`config.mk`:
```
export PLATFORM = sky130hd
export DESIGN_NAME = pot_scan_ctrl
export DESIGN_NICKNAME = d
export VERILOG_FILES = /design/src/rtl/eq_pkg.sv /design/src/rtl/cyc_timer.sv /design/src/rtl/pot_scan_ctrl.sv
export SDC_FILE = /design/constraint.sdc
export NUM_CORES = 1
export LEC_CHECK = 0
export CAP_MARGIN = 0
export CORE_AREA = 2 2 99 101
export DETAILED_ROUTE_END_ITERATION = 10
export DIE_AREA = 0 0 101 103
export PLACE_DENSITY_LB_ADDON = 0.05
export SLEW_MARGIN = 20
export SYNTH_ARGS = -nofsm -noshare
export SYNTH_HDL_FRONTEND = slang
export SYNTH_SLANG_ARGS = --single-unit
```
`constraint.sdc`:
```
create_clock -name clk -period 2.45 [get_ports clk]
set_input_delay 0.49 -clock clk [delete_from_list [all_inputs] [get_ports clk]]
set_output_delay 0.49 -clock clk [all_outputs]
set_load 0.01 [all_outputs]
```
`src/rtl/eq_pkg.sv`:
```
// Shared definitions for the potentiometer scan controller.
// Holds the slot and FSM state encodings, the slot-to-A2D-channel map,
// the A2D command word format and the width of the shared cycle timer.
package eq_pkg;

  // Scan slots, listed in scan order.
  typedef enum logic [2:0] {
    SLOT_LP  = 3'd0,
    SLOT_B1  = 3'd1,
    SLOT_B2  = 3'd2,
    SLOT_B3  = 3'd3,
    SLOT_HP  = 3'd4,
    SLOT_VOL = 3'd5
  } slot_e;

  typedef enum logic [2:0] {
    ST_IDLE  = 3'd0,
    ST_CMD1  = 3'd1,
    ST_WAIT1 = 3'd2,
    ST_CMD2  = 3'd3,
    ST_WAIT2 = 3'd4,
    ST_STORE = 3'd5,
    ST_GAP   = 3'd6
  } state_e;

  localparam int NUM_SLOTS = 6;

  // A2D channel per slot, packed 3 bits per slot with LP in the low bits:
  // LP=1, B1=0, B2=4, B3=2, HP=3, VOL=7.
  localparam logic [17:0] SLOT_CHNL_MAP = {3'd7, 3'd3, 3'd2, 3'd4, 3'd0, 3'd1};

  // A2D command word: {header, channel, padding}.
  localparam logic [1:0]  A2D_CMD_HDR = 2'b00;
  localparam logic [10:0] A2D_CMD_PAD = 11'h000;

  localparam int TMR_W = 16;

  function automatic logic [2:0] slot_chnl(input slot_e s);
    return SLOT_CHNL_MAP[3*s +: 3];
  endfunction

  function automatic logic [15:0] a2d_cmd(input logic [2:0] chnl);
    return {A2D_CMD_HDR, chnl, A2D_CMD_PAD};
  endfunction

endpackage

```
`src/rtl/cyc_timer.sv`:
```
// Loadable down-counter with an expire flag.
// Ports:
//   i_clk, i_rst : clock and synchronous active-high reset (clears the count)
//   i_load       : load i_val into the counter this cycle
//   i_val        : load value
//   o_expired    : high while the count is zero
// After a load of N the flag rises N cycles later; the counter stops at zero.
module cyc_timer
  import eq_pkg::*;
(
  input  logic             i_clk,
  input  logic             i_rst,
  input  logic             i_load,
  input  logic [TMR_W-1:0] i_val,
  output logic             o_expired
);

  logic [TMR_W-1:0] r_cnt;

  always_ff @(posedge i_clk) begin
    if (i_rst) begin
      r_cnt <= '0;
    end else if (i_load) begin
      r_cnt <= i_val;
    end else if (r_cnt != '0) begin
      r_cnt <= r_cnt - 1'b1;
    end
  end

  assign o_expired = (r_cnt == '0);

endmodule

```
`src/rtl/pot_scan_ctrl.sv`:
```
// Potentiometer scan controller: reads six slider pots through an SPI A2D.
// Each slot takes two SPI transactions with the same command; the first
// result is discarded and the low 12 bits of the second are kept.
// Ports:
//   clk, rst        : clock, synchronous active-high reset
//   en              : scanning enabled while high (checked only between scans)
//   spi_wrt/spi_cmd : transaction start pulse and command word
//   spi_done/spi_rd : transaction complete pulse and returned word
//   lp_gain..volume : latest 12-bit reading per slot
//   scan_done       : one-cycle pulse after a full scan
//   tmo_err         : sticky timeout flag, cleared only by rst
module pot_scan_ctrl
  import eq_pkg::*;
#(
  parameter int GAP_CYCLES = 1024,
  parameter int TMO_CYCLES = 4095
) (
  input  logic        clk,
  input  logic        rst,
  input  logic        en,
  output logic        spi_wrt,
  output logic [15:0] spi_cmd,
  input  logic        spi_done,
  input  logic [15:0] spi_rd,
  output logic [11:0] lp_gain,
  output logic [11:0] b1_gain,
  output logic [11:0] b2_gain,
  output logic [11:0] b3_gain,
  output logic [11:0] hp_gain,
  output logic [11:0] volume,
  output logic        scan_done,
  output logic        tmo_err
);

  // GAP is left when the timer reads zero, so it lasts GAP_CYCLES+1 cycles
  // (one cycle for GAP_CYCLES=0). The watchdog is loaded one short so the
  // timeout fires in the TMO_CYCLES-th WAIT cycle and tmo_err is visible
  // TMO_CYCLES cycles after WAIT is entered.
  localparam logic [TMR_W-1:0] GAP_LOAD = TMR_W'(GAP_CYCLES);
  localparam logic [TMR_W-1:0] TMO_LOAD = TMR_W'(TMO_CYCLES - 1);

  state_e           r_state;
  state_e           w_state_nxt;
  slot_e            r_slot;
  logic [11:0]      r_gain [NUM_SLOTS];
  logic             r_scan_done;
  logic             r_tmo_err;
  logic             w_tmr_load;
  logic [TMR_W-1:0] w_tmr_val;
  logic             w_tmr_exp;
  logic             w_capture;
  logic             w_timeout;
  logic             w_scan_end;
  logic [3:0]       w_unused_rd;

  assign w_unused_rd = spi_rd[15:12];

  cyc_timer u_timer (
    .i_clk    (clk),
    .i_rst    (rst),
    .i_load   (w_tmr_load),
    .i_val    (w_tmr_val),
    .o_expired(w_tmr_exp)
  );

  always_comb begin
    w_state_nxt = r_state;
    spi_wrt     = 1'b0;
    spi_cmd     = 16'h0000;
    w_tmr_load  = 1'b0;
    w_tmr_val   = TMO_LOAD;
    w_capture   = 1'b0;
    w_timeout   = 1'b0;
    w_scan_end  = 1'b0;
    case (r_state)
      ST_IDLE: begin
        if (en) w_state_nxt = ST_CMD1;
      end
      ST_CMD1: begin
        spi_wrt     = 1'b1;
        spi_cmd     = a2d_cmd(slot_chnl(r_slot));
        w_tmr_load  = 1'b1;
        w_state_nxt = ST_WAIT1;
      end
      ST_WAIT1: begin
        spi_cmd = a2d_cmd(slot_chnl(r_slot));
        // spi_done is checked first so it wins over a coincident timeout.
        if (spi_done) begin
          w_state_nxt = ST_CMD2;
        end else if (w_tmr_exp) begin
          w_timeout   = 1'b1;
          w_state_nxt = ST_STORE;
        end
      end
      ST_CMD2: begin
        spi_wrt     = 1'b1;
        spi_cmd     = a2d_cmd(slot_chnl(r_slot));
        w_tmr_load  = 1'b1;
        w_state_nxt = ST_WAIT2;
      end
      ST_WAIT2: begin
        spi_cmd = a2d_cmd(slot_chnl(r_slot));
        if (spi_done) begin
          w_capture   = 1'b1;
          w_state_nxt = ST_STORE;
        end else if (w_tmr_exp) begin
          w_timeout   = 1'b1;
          w_state_nxt = ST_STORE;
        end
      end
      ST_STORE: begin
        if (r_slot == SLOT_VOL) begin
          w_scan_end  = 1'b1;
          w_tmr_load  = 1'b1;
          w_tmr_val   = GAP_LOAD;
          w_state_nxt = ST_GAP;
        end else begin
          w_state_nxt = ST_CMD1;
        end
      end
      ST_GAP: begin
        if (w_tmr_exp) w_state_nxt = en ? ST_CMD1 : ST_IDLE;
      end
      default: w_state_nxt = ST_IDLE;
    endcase
  end

  always_ff @(posedge clk) begin
    if (rst) begin
      r_state     <= ST_IDLE;
      r_slot      <= SLOT_LP;
      r_scan_done <= 1'b0;
      r_tmo_err   <= 1'b0;
      for (int i = 0; i < NUM_SLOTS; i++) r_gain[i] <= 12'h000;
    end else begin
      r_state     <= w_state_nxt;
      r_scan_done <= w_scan_end;
      if (w_timeout) r_tmo_err <= 1'b1;
      if (w_capture) r_gain[r_slot] <= spi_rd[11:0];
      // Slot wraps back to LP after VOL so IDLE and GAP both restart at LP.
      if (r_state == ST_STORE)
        r_slot <= (r_slot == SLOT_VOL) ? SLOT_LP : slot_e'(r_slot + 3'd1);
    end
  end

  assign lp_gain   = r_gain[SLOT_LP];
  assign b1_gain   = r_gain[SLOT_B1];
  assign b2_gain   = r_gain[SLOT_B2];
  assign b3_gain   = r_gain[SLOT_B3];
  assign hp_gain   = r_gain[SLOT_HP];
  assign volume    = r_gain[SLOT_VOL];
  assign scan_done = r_scan_done;
  assign tmo_err   = r_tmo_err;

endmodule

```
==> flow_summary.ini <==
[floorplanning]
die_h_um = 103
num_rows = 36
die-area_um2 = 10400
die_x_um = 101
io_pins = 111
initial_utilization_pct = 43.2
core-area_um2 = 9460

[synthesis]
ys.flop_type = edfxtp_1
synth.distinct_cells = 52
ys_warn_count = 0
synth_edf_count = 72
syn_area_um2 = 4090
synth_seq_cells = 96
synth_area_leaders = edfxtp_1 53%, dfxtp_1 12%, nor2_1 4.6%, and2_1 3.7%, buf_4 2.4%
syn_area_per_cell_um2 = 11.8
synthArstFlopShare_pct = 0
seq_area_frac_synth_pct = 64.7
yosysTopAreaCellShare_pct = 52.9
synth_cells = 347
synth_top_area_cell = edfxtp_1

[detailed_routing]
drt_iter0_drc = 189
routed_wl_mm = 8.82
wire_per_inst_um = 15.4
vias_per_cell = 4.98
drtPass1Iterations = 4
vias = 2847
drc = 0
ant_nets = 0

[global_routing]
grt_max_degree = 22
grt_pass1_vias = 2761
overflow = 0
gr-usage-all-layers_pct = 17.8
antenna_found_initial = 0
grt_pass1_wl_mm = 14.1

[min_path]
hold_path.class = reg2reg
holdPathStages = 1
min_from = tmo_err
holdPathEnd = tmo_err

[clock_tree]
cts_hold_buf = 0
cts_tree = yes
cts_sinks = 96
cts-root-buf = clkbuf_8
worst_skew_pair.late_latency_ps = 360
clockBufferDepth = 2
cts_setup_buffers = 0
path_clk_slew_ps = 90
cts_max_level = 3
cts_buffers = 9

[power]
ir_drop_v = 0.000542
total_power_uw = 4410
power.density_nw_per_um2 = 811
p_leak_uw = 0.00209

[setup_path]
rr_endpoint = u_timer.r_cnt[14]
crit_type = reg2out
regToRegStartpoint = u_timer.r_cnt[0]
cp_max_fo = 9
critPathSlowestCell = clkdlybuf4s50_1
end_kind = primary output
cp.arrival_ps = 1840
reg2reg_slack_ps = 300
cpMostUsedCell = nor2_1
crit_chain = nand2b_1, a21oi_1, nor2_1, nor2_1, clkdlybuf4s50_1
startpoint = r_state[2]
start_kind = flop
cp.required_ps = 1960
r2r_cells = 6
slowest_delay_ps = 540

[place]
placedCellCount = 556
place_congestion = 0.801
io_buffers = 93
dp_hpwl_mm = 6.62

[timing]
period_share_pct = 95.3
max_freq_ghz = 0.428
hold_viol_final = 0
period_needed_ps = 2330
fin_setup_tns_ps = 0
finClkSkew_ps = 13.3
drv_slew = 0
rsz0062_at_grt = false
setup_viol = 0

[final_layout]
syn_to_final_growth_pct = 33.0
final_common_cell = clkdlybuf4s50_1
final_core_util_pct = 57.5
finalNetCount = 475
final_cells = 572
n_antenna_cell = 0
drive_gt1_share_pct = 11.6
fillers = 842
layout_common_cells = 91 x clkdlybuf4s50_1, 72 x edfxtp_1, 50 x nor2_1

[flow_run]
maxCapViolCount = 0

[status]
status = finished clean
-- per-layer routing --
layer  vias up  global-route usage (%)  wire (um)
li1       1398                       -          -
met1      1359                    22.8       3920
met2        80                    29.1       4290
met3        10                    4.54        493
met4         0                    7.17        121
met5         -                       0          0
-- stage by stage --
| stage | worst slack [ps] | area, um^2 | hold slack, ps |
|---|---|---|---|
| floorplan | 462 | 4130 | 461 |
| global placement | 49.0 | 5190 | 469 |
| detailed placement | -1.09 | 5190 | 473 |
| CTS | 11.5 | 5430 | 500 |
| global route | 24.7 | 5440 | 515 |
| finish | 116 | 5440 | 494 |
-- logic make-up (layout without fill, tap and decap cells) --
family	count (synthesis)	count (layout)	synth area share (%)
xor+xnor	5	5	1.07
fa+ha+maj	3	3	0.857
simple gates	143	143	18.7
mux	3	3	0.765
compound gates	49	49	8.24
other cells	1	13	0.0918
buf+inv	47	146	5.57
flops	96	96	64.7
-- sequential cells by signal (all words and copies together), names as in the netlist --
signal         flops
r_state            3
r_gain            72
tmo_err            1
r_slot             3
scan_done          1
u_timer.r_cnt     16
-- worst max-delay path by stage --
stage                             end  slack, ps  cells after the start
floorplan           u_timer.r_cnt[14]        460                      7
global placement         r_gain[4][2]         50                      5
detailed placement       r_gain[4][5]         -1                      5
CTS                       spi_cmd[12]         10                      4
global route              spi_cmd[13]         20                      6
finish                    spi_cmd[13]        120                      5
-- synthesized netlist by cell type (2+ instances only) --
master / n
mux2i_1: 2
nor2b_1: 4
nor3b_1: 4
or3_1: 3
nand3_1: 3
xor2_1: 2
nor2_1: 50
buf_4: 13
nand4_1: 2
clkbuf_1: 11
ha_1: 2
a21boi_0: 3
o31ai_1: 5
xnor2_1: 3
a211oi_1: 5
nand2b_1: 5
and2_1: 24
a31o_2: 2
edfxtp_1: 72
o21ba_2: 2
buf_2: 2
a21o_1: 2
dfxtp_1: 24
a21oi_1: 17
o21ai_0: 5
inv_1: 21
o21a_1: 2
nor3_1: 8
and3b_1: 3
or2_2: 3
nand2_1: 21
or4_1: 2
-- cell type report --
type	instances	area [um^2]	share of cell area (%)
repair buffers	109	1060	19.6
flip-flops and latches	96	2650	48.7
clock buffers	11	131	2.42
clock inverters	5	106	1.96
well taps	114	143	2.62
multi-input cells	216	1260	23.3
inverters	21	78.8	1.45
-- critical path, delay by kind of cell (launching register included) --
kind	cells	cell delay [ps]
buf+inv	1	540
simple gates	3	420
flops	1	380
compound gates	1	170
-- power breakdown --
group / leakage (uW) / switching (uW) / internal (uW)
clock network: 0.000114 / 542 / 683
registers: 0.000942 / 168 / 1910
logic: 0.00103 / 570 / 538
total: 0.00209 / 1280 / 3130
-- timing repair --
action / CTS / global route
gates cloned: 0 / 0
setup endpoints to repair: 2 / 2
gates resized for setup: 3 / 4
Power figures use the tool's default switching activity.
==> RTL edit 1, RTL diff (same settings) <==
The 7 states of `state_e` get a one-hot encoding in 7 bits.
--- a/src/rtl/eq_pkg.sv
+++ b/src/rtl/eq_pkg.sv
@@ -14,12 +14,12 @@
   } slot_e;
 
-  typedef enum logic [2:0] {
-    ST_IDLE  = 3'd0,
-    ST_CMD1  = 3'd1,
-    ST_WAIT1 = 3'd2,
-    ST_CMD2  = 3'd3,
-    ST_WAIT2 = 3'd4,
-    ST_STORE = 3'd5,
-    ST_GAP   = 3'd6
+  typedef enum logic [6:0] {
+    ST_IDLE  = 7'b0000001,
+    ST_CMD1  = 7'b0000010,
+    ST_WAIT1 = 7'b0000100,
+    ST_CMD2  = 7'b0001000,
+    ST_WAIT2 = 7'b0010000,
+    ST_STORE = 7'b0100000,
+    ST_GAP   = 7'b1000000
   } state_e;
 
Behaviour: no difference found for any inputs over 10 cycles, from zero or initial values and one cycle with rst high; not proved beyond that.
==> RTL edit 1 against the original RTL <==
Wire length rose by 7.0%; area after synthesis rose by 8.4%; final area rose by 8.5%; critical path type unchanged; worst hold slack improved by 0.0018 ns; power fell by 0.16%; sequential share of layout area fell by 2.4 points; largest power group unchanged; sequential cell count rose by 4; worst setup slack got worse by 0.090 ns.
==> RTL edit 1: results (changes against the original RTL) <==
- Status: finished clean
- Mean Syn Cell Area: 11.8 um^2 (about the same)
- Post-Place Cells: 587 (+5.6%)
- Xor and xnor area share after synthesis: 1.78% (+0.71 points)
- Share of layout cells above drive strength 1: 17.0% (+5.4 points)
- Cts hold-fix bufs: 0 (unchanged)
- Worst Path Arrival: 1.93 ns (+0.09 ns)
- Tot GR Track Use: 18.9% (+1.1 points)
- Seq/Total Area, Yosys: 61.5% (-3.2 points)
- Biggest regs: r_gain: 72 flops, u_timer.r_cnt: 16 flops, r_state: 7 flops
- Final #Nets: 505 (+6.3%)
- Synth top area cells: edfxtp_1 49%, dfxtp_1 13%, and2_1 10%, buf_4 2.2%, a21oi_1 2.0%
- GPL Wtd Cong: 0.843 (+5.2%)
- Largest net degree at the start of global routing: 20 (-9.1%)
- Top cells by count, synth: 72 x and2_1, 72 x edfxtp_1, 28 x dfxtp_1
- Vias in the first global route: 2,910 (+5.4%)
- Fin Clk Skew: 0.00872 ns (-0.00462 ns)
- DR iter-0 viols: 86 (-54%)
- R2r setup slk: 0.12 ns (-0.18 ns)
- Root Buffer: clkbuf_8
- Avg Vias per Cell: 5.29 (+6.3%)
- First-pass GRT wire length: 14.8 mm (+5.5%)
- Leakage: 0.00220 uW (+5.5%)
- Routed wire per std cell: 15.7 um (+1.5%)
- Mux cell area share after synthesis: 0.254% (-0.51 points)
- Synth Area in Compound Gates: 7.43% (-0.81 points)
- Worst Path Max Fanout: 4 (-5)
- WHS: 0.496 ns (+0.00176 ns)
- Post-synthesis adder-cell area fraction: 0.282% (-0.57 points)
- Detailed Place HPWL: 6.90 mm (+4.2%)
- Worst VDD drop: 770 uV (+42%)
- Vias: 3,191 (+12%)
- Synth async-reset ratio: 0% (unchanged)
- Syn. warnings: 0 (unchanged)
- Distinct cells, synth: 49 (-5.8%)
- Latest clock arrival within the worst-skew pair: 0.36 ns (about the same)
- Number of port buffers: 93 (unchanged)
## RTL edit 1: worst max-delay path, cell delays in order (launching register included)
cell and delay, ns:
dfxtp_2 0.37, nor4b_4 0.27, a211oi_1 0.09, or4_4 0.47, a21oi_2 0.14, clkdlybuf4s15_2 0.23
## RTL edit 1: final timing paths
| kind | from | endpoint | cells after the start |
|---|---|---|---|
| setup / recovery | r_state[3] | spi_cmd[13] | 5 |
| hold / removal | tmo_err | tmo_err | 2 |
| setup reg to reg | r_state[6] | r_gain[1][0] | 5 |
| hold reg to reg | tmo_err | tmo_err | 2 |
## RTL edit 1: per-stage QoR
step                instance area, um^2  power, uW  setup slack (ns)
floorplan                          4480       2910           -0.0355
global placement                   5590       3220           -0.0231
detailed placement                 5590       3260           -0.0769
CTS                                5860       4420           0.00969
global route                       5900       4650           -0.0670
finish                             5900       4400            0.0257
## RTL edit 1: metal layers
layer / vias up / wire, um / track usage (%)
met3: 21 / 561 / 3.05
li1: 1556 / - / -
met4: 0 / 235 / 8.63
met5: - / 0 / 0
met1: 1488 / 3820 / 22.9
met2: 126 / 4830 / 33.4
## RTL edit 1: where the power goes
group	total [uW]	internal, uW	switching [uW]
Clock	1160	582	582
Combinational	1130	555	573
Sequential	2110	1960	148
Total	4400	3100	1300
## RTL edit 1: cell type report
class | instances | area (um^2)
multi-input cells | 245 | 1620
inverters | 5 | 18.8
flip-flops and latches | 100 | 2730
repair buffers | 123 | 1160
clock buffers | 9 | 124
fillers | 771 | 3560
clock inverters | 7 | 100
well taps | 114 | 143
## RTL edit 1: timing repair
action / CTS / global route
resized for setup: 24 / 10
endpoints found under the setup margin: 4 / 31
setup buffers: 0 / 0
pin swaps: 0 / 2
==> RTL edit 2, RTL diff (config.mk and constraints unchanged) <==
Made on the original files. The package constant `TMR_W` goes from 16 to 12.
--- a/src/rtl/eq_pkg.sv
+++ b/src/rtl/eq_pkg.sv
@@ -34,5 +34,5 @@
   localparam logic [10:0] A2D_CMD_PAD = 11'h000;
 
-  localparam int TMR_W = 16;
+  localparam int TMR_W = 12;
 
   function automatic logic [2:0] slot_chnl(input slot_e s);
Behaviour: no difference found for any inputs over 10 cycles, from zero or initial values and one cycle with rst high; that may be too few to reach the edited logic, so the function may still have changed.
==> RTL edit 2 against the original RTL <==
Count of clock-buffer cells in the layout decreased by 2; global-route usage decreased by 1.3 points; wire length decreased by 3.7%; via count decreased by 4.1%; die area unchanged; area after synthesis decreased by 2.9%; critical path depth unchanged; clock power decreased by 14%; fmax increased by 7.5%; power decreased by 14%; largest power group unchanged; non-clock buffer count increased by 2; sequential cell count decreased by 4; worst setup slack improved by 0.16 ns; critical path type unchanged; final area decreased by 3.2%.
==> RTL edit 2: results (changes against the original RTL) <==
- Slowest cell on the critical path: dfxtp_2
- Distinct cells, synth: 50 (-3.8%)
- Detailed Place HPWL: 6.16 mm (-7.0%)
- ANT cells: 0 (unchanged)
- Vias: 2,731 (-4.1%)
- DR iter-0 viols: 74 (-61%)
- Biggest regs: r_gain: 72 flops, u_timer.r_cnt: 12 flops
- CTS Buffer Depth: 2 (unchanged)
- Highest clock rate: 460 MHz (+7.5%)
- Synth Flop Type: edfxtp_1
- Worst Path Arrival: 1.68 ns (-0.16 ns)
- Tot GR Track Use: 16.5% (-1.3 points)
- Post-Place Cells: 526 (-5.4%)
- Top delay family on crit path: simple AND/OR/NAND/NOR gates
- Vias in the first global route: 2,516 (-8.9%)
- Worst VDD drop: 517 uV (-4.6%)
- Leakage: 0.00210 uW (+0.62%)
- Final non-filler cell total: 544 (-4.9%)
- Pre-CTS setup slack: 0.0676 ns (+0.0686 ns)
- Synth async-reset ratio: 0% (unchanged)
- Status: finished clean
- Share of layout cells above drive strength 1: 10.7% (-0.87 points)
- R2r setup slk: 0.51 ns (+0.21 ns)
- Critical Path End: spi_cmd[11]
- Seq/Total Area, Yosys: 64.6% (about the same)
- DP Area: 5030 um^2 (-3.0%)
- Worst r2r src: u_timer.r_cnt[2]
- Mean Syn Cell Area: 12.4 um^2 (+4.9%)
- WL final: 8.49 mm (-3.7%)
- Total CTS buffers: 9 (unchanged)
- Fin Clk Skew: 0.0134 ns (+0.0000356 ns)
- Net Sw Frac: 29.3% (+0.28 points)
- R2r worst-path depth: 4 (-2)
- Detailed Routing Iterations Pass 1: 5 (+1)
- Max incr delay on CP: 0.37 ns (-0.17 ns)
- GPL Wtd Cong: 0.793 (-1.1%)
- Synth top area cells: edfxtp_1 55%, dfxtp_1 10%, and2_1 7.7%, and3_1 3.8%, buf_4 2.5%
- Latest clock arrival within the worst-skew pair: 0.36 ns (about the same)
- Top cells by count, synth: 72 x edfxtp_1, 49 x and2_1, 24 x and3_1
- Final #Nets: 446 (-6.1%)
- R2r endpoint: r_state[2]
- First-pass GRT wire length: 12.9 mm (-8.1%)
RTL edit 2: how the worst min path moves through the flow:
stage                        end  slack [ns]
5_1_grt                  tmo_err        0.51
3_5_place_dp             tmo_err        0.46
2_1_floorplan  u_timer.r_cnt[11]        0.46
4_1_cts                  tmo_err        0.49
3_3_place_gp             tmo_err        0.46
6_report                 tmo_err        0.48
RTL edit 2: worst reg2reg max path: stages, from the launching register on:
cell and delay, ns:
dfxtp_1 0.36, nor4_2 0.49, nand4_2 0.46, or3_1 0.45, a31oi_1 0.12
RTL edit 2: per-layer routing:
layer | routed length (um) | vias up | global-route usage (%)
met5 | 0 | - | 0
met4 | 89 | 0 | 4.37
met3 | 424 | 7 | 4.68
met2 | 4400 | 74 | 29.1
met1 | 3580 | 1320 | 20.0
li1 | - | 1330 | -
RTL edit 2: power by group through the flow:
stage,logic [uW],clock network [uW],registers [uW]
finish,795,1050,1950
global route,887,1140,1970
floorplan,548,0,1970
CTS,803,1070,1950
global placement,793,0,1980
detailed placement,805,0,1990
RTL edit 2: final cells by class:
type	instances	area [um^2]
timing repair buffer	111	1070
clock inverter	7	80.1
multi-input combinational	202	1240
inverter	9	33.8
fill	840	4200
clock buffer	9	124
tap	114	143
sequential	92	2570
RTL edit 2: logic make-up (layout without fill, tap and decap cells):
logic type	after synthesis	count (layout)	share of synthesized area (%)
AO/OA/AOI/OAI	41	41	6.28
XOR/XNOR	7	7	1.55
adder cells (fa/ha/maj)	2	2	0.568
buffers and inverters	39	136	5.20
flip-flops	92	92	64.6
multiplexers	2	2	0.505
other	1	13	0.0945
AND/OR/NAND/NOR	137	137	21.2
RTL edit 2: stage by stage:
step | hold slack (ns) | total power [uW]
after floorplan | 0.457 | 2520
after global placement | 0.459 | 2780
after detailed placement | 0.460 | 2790
after CTS | 0.487 | 3830
after global routing | 0.507 | 4000
final | 0.478 | 3800
RTL edit 2: what timing repair did:
action                     4_1_cts  5_1_grt
setup endpoints to repair        3        2
setup buffers                    0        2
cloned                           0        0
gates resized for setup          4        3
hold endpoints to repair         0        0
